--- src/rtl/exe_pkg.sv ---
// Shared definitions for the execute-stage result queue: default sizes,
// the occupancy state encoding and the pointer-width helper.
package exe_pkg;

  localparam int RESULT_WIDTH       = 32;
  localparam int RESULT_QUEUE_DEPTH = 4;

  // Occupancy state, derived from the entry count.
  typedef enum logic [1:0] {
    Q_EMPTY   = 2'd0,
    Q_PARTIAL = 2'd1,
    Q_FULL    = 2'd2
  } q_state_e;

  // Bits needed to address DEPTH entries; never less than one bit.
  function automatic int ptr_w(input int depth);
    return (depth < 2) ? 1 : $clog2(depth);
  endfunction

endpackage

--- src/rtl/result_queue_mem.sv ---
// Storage for the result queue: DEPTH x WIDTH register array with one
// synchronous write port, one asynchronous read port and a synchronous
// clear to zero on reset.
module result_queue_mem #(
  parameter int DEPTH = 4,
  parameter int WIDTH = 32,
  parameter int PW    = 2
) (
  input  logic             clk,
  input  logic             rst,
  input  logic             we,
  input  logic [PW-1:0]    waddr,
  input  logic [WIDTH-1:0] wdata,
  input  logic [PW-1:0]    raddr,
  output logic [WIDTH-1:0] rdata
);

  logic [WIDTH-1:0] mem_q [DEPTH];

  // Write one entry per cycle; reset wipes every entry to zero.
  always_ff @(posedge clk) begin
    if (rst) begin
      for (int i = 0; i < DEPTH; i++) begin
        mem_q[i] <= '0;
      end
    end else if (we) begin
      mem_q[waddr] <= wdata;
    end
  end

  assign rdata = mem_q[raddr];

endmodule

--- src/rtl/exe_result_queue.sv ---
// In-order valid/ready buffer between the execute result datapath and
// write-back. Holds pointers, count, occupancy state and handshakes; the
// storage array lives in result_queue_mem.
// Optional feature: define EXE_RESULT_QUEUE_BYPASS_EN to let a result
// presented to an empty queue reach the output in the same cycle.
module exe_result_queue
  import exe_pkg::*;
#(
  parameter int DEPTH = RESULT_QUEUE_DEPTH,
  parameter int WIDTH = RESULT_WIDTH
) (
  input  logic                     clk,
  input  logic                     reset,
  input  logic                     flush,
  input  logic                     in_valid,
  output logic                     in_ready,
  input  logic [WIDTH-1:0]         in_data,
  output logic                     out_valid,
  input  logic                     out_ready,
  output logic [WIDTH-1:0]         out_data,
  output logic [$clog2(DEPTH):0]   count
);

  localparam int PW = ptr_w(DEPTH);
  localparam int CW = $clog2(DEPTH) + 1;
  localparam logic [CW-1:0] DEPTH_C = CW'(DEPTH);

  logic [PW-1:0]    wr_ptr_q, wr_ptr_d;
  logic [PW-1:0]    rd_ptr_q, rd_ptr_d;
  logic [CW-1:0]    count_q,  count_d;
  q_state_e         state_q,  state_d;

  logic             stored_valid;
  logic             push;
  logic             pop;
  logic             mem_we;
  logic [WIDTH-1:0] mem_rdata;

  // Handshake readiness comes purely from registered state, so write-back
  // stalls never reach back into execute combinationally.
  assign in_ready     = (state_q != Q_FULL);
  assign stored_valid = (state_q != Q_EMPTY);

`ifdef EXE_RESULT_QUEUE_BYPASS_EN
  logic byp_act;
  logic byp_take;

  // A result arriving at an empty queue is shown immediately; if write-back
  // takes it, it never touches storage.
  assign byp_act   = (state_q == Q_EMPTY) & in_valid & ~flush & ~reset;
  assign byp_take  = byp_act & out_ready;
  assign out_valid = byp_act | stored_valid;
  assign out_data  = byp_act ? in_data : mem_rdata;
  assign push      = in_valid & in_ready & ~byp_take;
  assign pop       = stored_valid & out_ready;
`else
  assign out_valid = stored_valid;
  assign out_data  = mem_rdata;
  assign push      = in_valid & in_ready;
  assign pop       = stored_valid & out_ready;
`endif

  // A flushed push must not land in storage even though contents survive.
  assign mem_we = push & ~flush;

  // Next pointers, count and occupancy state; flush overrides push and pop.
  always_comb begin
    wr_ptr_d = wr_ptr_q;
    rd_ptr_d = rd_ptr_q;
    count_d  = count_q;
    state_d  = state_q;
    if (flush) begin
      wr_ptr_d = '0;
      rd_ptr_d = '0;
      count_d  = '0;
    end else begin
      if (push) begin
        wr_ptr_d = wr_ptr_q + PW'(1);
      end
      if (pop) begin
        rd_ptr_d = rd_ptr_q + PW'(1);
      end
      unique case ({push, pop})
        2'b10:   count_d = count_q + CW'(1);
        2'b01:   count_d = count_q - CW'(1);
        default: count_d = count_q;
      endcase
    end
    if (count_d == '0) begin
      state_d = Q_EMPTY;
    end else if (count_d == DEPTH_C) begin
      state_d = Q_FULL;
    end else begin
      state_d = Q_PARTIAL;
    end
  end

  // Register control state; reset returns the queue to empty.
  always_ff @(posedge clk) begin
    if (reset) begin
      wr_ptr_q <= '0;
      rd_ptr_q <= '0;
      count_q  <= '0;
      state_q  <= Q_EMPTY;
    end else begin
      wr_ptr_q <= wr_ptr_d;
      rd_ptr_q <= rd_ptr_d;
      count_q  <= count_d;
      state_q  <= state_d;
    end
  end

  assign count = count_q;

  result_queue_mem #(
    .DEPTH (DEPTH),
    .WIDTH (WIDTH),
    .PW    (PW)
  ) u_mem (
    .clk   (clk),
    .rst   (reset),
    .we    (mem_we),
    .waddr (wr_ptr_q),
    .wdata (in_data),
    .raddr (rd_ptr_q),
    .rdata (mem_rdata)
  );

endmodule

--- config.mk ---
export PLATFORM = sky130hd
export DESIGN_NAME = exe_result_queue
export DESIGN_NICKNAME = d
export VERILOG_FILES = /design/src/rtl/exe_pkg.sv /design/src/rtl/result_queue_mem.sv /design/src/rtl/exe_result_queue.sv
export SDC_FILE = /design/constraint.sdc
export NUM_CORES = 1
export LEC_CHECK = 0
export ABC_AREA = 0
export CORE_MARGIN = 5
export CORE_UTILIZATION = 35
export CTS_CLUSTER_SIZE = 28
export DETAILED_ROUTE_END_ITERATION = 7
export MAX_ROUTING_LAYER = met4
export PLACE_DENSITY_LB_ADDON = 0.08
export SYNTH_ARGS = -nofsm -noshare
export SYNTH_HDL_FRONTEND = slang
export SYNTH_SLANG_ARGS = --single-unit
--- constraint.sdc ---
create_clock -name clk -period 7.9 [get_ports clk]
set_input_delay 1.58 -clock clk [delete_from_list [all_inputs] [get_ports clk]]
set_output_delay 1.58 -clock clk [all_outputs]
set_load 0.005 [all_outputs]
==> summary.txt <==
Floorplanning
  – FP Rows: 48
  – Core Region: between 15,000 and 20,000 um^2
  – Die Y: 141 um
  – Initial core utilization: roughly a third
  – Die ar.: around 20,000 um^2
  – Die Wd: approximately 140 um
  – # IOs: 74

Clock tree
  – Worst-Skew Late Latency: 0.41 ns
  – CTS Buf Count: 17
  – Hold-fix buffers, CTS: 0
  – H-tree depth: 4
  – CTS tree: yes
  – CTS Sinks: between 100 and 150
  – Resized Gates After CTS: 0
  – Root Buffer: clkbuf_16
  – Post-CTS Setup Inserts: 0
  – Clock buffer depth: 2
  – Clock-pin slew on the worst setup and hold paths: about 0.05 ns

STA
  – TNS Setup: 0 ns
  – RSZ-0062 raised after global routing: no
  – Slew Viols, Final: 0
  – Final setup violation count: 0
  – Tcrit/Tclk final: about half
  – Final setup margin: between 3 and 4 ns
  – Fin crit period: about 4.0 ns
  – Max Fclk: 250 MHz
  – Worst-Margin Slew: about 1 ns
  – Worst relative slew slack: roughly 34%
  – Setup Skew: between 0.006 and 0.007 ns
  – Hold Violations, Final: 0

Global route
  – Global Route Usage Sum: 14.2%
  – Vias in the first global route: ~3,400
  – Global-route wire length before repair: between 20,000 and 25,000 um
  – Remaining Overflow, GRT: 0
  – Largest net degree at the start of global routing: 33
  – Initial antenna violation count: 0

Logic synthesis
  – Ys Warns: 0
  – Post-synth top cells: and2_1, edfxtp_1, mux4_2
  – Yosys top cell by area: edfxtp_1
  – Seq/Total Area, Yosys: about 67%
  – Ys flop type: edfxtp_1
  – Post-synth net total: roughly 410
  – Synth area leaders: edfxtp_1, and2_1, mux4_2
  – Post-synth EDFFs: approximately 130
  – Gate Count Post-Synth: 368
  – Top cell type's share of synthesized area: between 60% and 70%
  – Yosys reg bits: roughly 140
  – FFs w/ async S/R, synth: 0%
  – Avg Inst Size Synth: 16.4 um^2
  – Yosys cell types: 38
  – Cell Area, Synth: 6020 um^2

Run
  – Max Cap Violations: 0

Placed design
  – Post-DP HPWL: roughly 7000 um
  – Cells after DPL: about 650
  – Place WS: 3.85 ns
  – Placed inst area: ~7000 um^2
  – Routability cong.: about 0.70
  – Number of I/O port buffers: 73

Critical path
  – Worst EP required: about 6.3 ns
  – Crit-path cells: buf_4, mux4_2, clkdlybuf4s50_1
  – Worst EP arrival: ~2.4 ns
  – CP Class: reg -> out
  – Slowest-stage cell, CP: mux4_2
  – Crit end category: output pin
  – Startpoint types: register
  – R2R Setup Slk: 5.71 ns
  – Critical path peak fanout: 30
  – Slowest stage delay, CP: just over 0.6 ns

Final layout
  – Final #Nets: slightly below 500
  – Final Cell Area: approximately 7500 um^2
  – Ant diodes: 0
  – Layout area overhead: 24.2%
  – Share of layout cells above drive strength 1: ~15%
  – Layout Cells excl Fill: 680
  – Post-layout util: between 40% and 50%

Route
  – DRT Wirelength: between 10,000 and 15,000 um
  – Wire length per cell: around 19 um
  – Drt via density: about 4.7
  – Drt pass-1 iters: 4
  – Post-route ant nets: 0
  – DR iter-0 viols: between 200 and 250
  – Remaining DRCs: 0
  – Vias: 3,216

Power and ir drop
  – Leakage: about 0.0026 uW
  – Clock power share: just over 40%
  – NetSw: 335 uW
  – VDD IR max: approximately 0.15 mV
  – Sequential Power Share: between 50 and 60%
  – Cell Int Power: between 1000 and 1500 uW
  – Sw Ratio: between 20% and 30%
  – Comb power frac: between 7 and 8%
  – Cell area power density: 217 nW/um^2

Hold path
  – Hold Crit Class: reg -> reg

Status
  – Status: finished clean
[power by group through the flow]
stage                     combinational (uW)  sequential, uW  clock, uW
after global placement                   117             863          0
after detailed placement                 117             865          0
after CTS                                118             850        674
after floorplan                         50.5             861          0
after global routing                     125             852        708
final                                    114             849        656
[sequential cells by signal, indices dropped and copies added (netlist names), named ones only]
signal / count
u_mem.mem_q: 128
count: 3
rd_ptr_q: 2
state_q: 2
wr_ptr_q: 2
[cell families after synthesis]
group                      after synthesis  synth area share [%]
adders and majority gates                2                 0.540
and+or+nand+nor                        155                  16.2
buffers and inverters                   25                  1.87
xor gates and xnor gates                 4                 0.582
DFF                                    139                  67.5
muxes                                   33                  12.1
AOI/OAI and AO/OA                       10                  1.16
[through the flow]
| stage | total power [uW] | hold WS (ns) |
|---|---|---|
| after floorplan | 911 | 0.477 |
| after global placement | 980 | 0.516 |
| after detailed placement | 982 | 0.516 |
| after CTS | 1640 | 0.530 |
| after global routing | 1690 | 0.560 |
| final | 1620 | 0.533 |
[placed cells by master, fill, tap and decap left out, types with 2 or more instances in the layout]
cell	count
a21oi_1	2
and2_1	128
buf_4	6
clkbuf_1	2
clkbuf_16	17
clkdlybuf4s50_1	73
clkinv_1	8
dfxtp_1	9
dfxtp_2	2
edfxtp_1	128
inv_1	3
inv_2	2
mux4_2	32
nand2_1	2
nor2_1	9
nor4_4	2
o211ai_1	2
or2_2	4
xnor2_1	2
xor2_1	2
[worst max-delay path, delay by kind of cell (launching register included)]
family	cells	cell delay (ns)
muxes	1	0.61
buffers and inverters	2	1.02
DFF	1	0.36
[final timing paths]
| path | cells past startpoint | startpoint | to |
|---|---|---|---|
| max | 3 | register | out_data[0] |
| min reg2reg | 2 | count[2] | count[2] |
| min | 2 | count[2] | count[2] |
| max reg2reg | 8 | state_q[0] | state_q[1] |
[layer usage]
| metal | GRT usage, % | routed length [um] | up-vias | part of all wire (%) |
|---|---|---|---|---|
| met1 | 18.0 | 5750 | 1602 | 45 |
| li1 | - | - | 1512 | - |
| met4 | 5.35 | 188 | 0 | 1.5 |
| met5 | - | 0 | - | 0 |
| met2 | 22.0 | 6290 | 87 | 49 |
| met3 | 3.56 | 632 | 15 | 4.9 |
[area by class of cell]
class / instances / area, um^2
Fill cell: 1581 / 9640
Sequential cell: 139 / 4070
Multi-Input combinational cell: 204 / 1870
Timing Repair Buffer: 79 / 776
Clock buffer: 19 / 433
Tap cell: 225 / 282
Clock inverter: 9 / 35.0
Inverter: 5 / 18.8
Note: power is estimated with default switching activity, not from simulation.
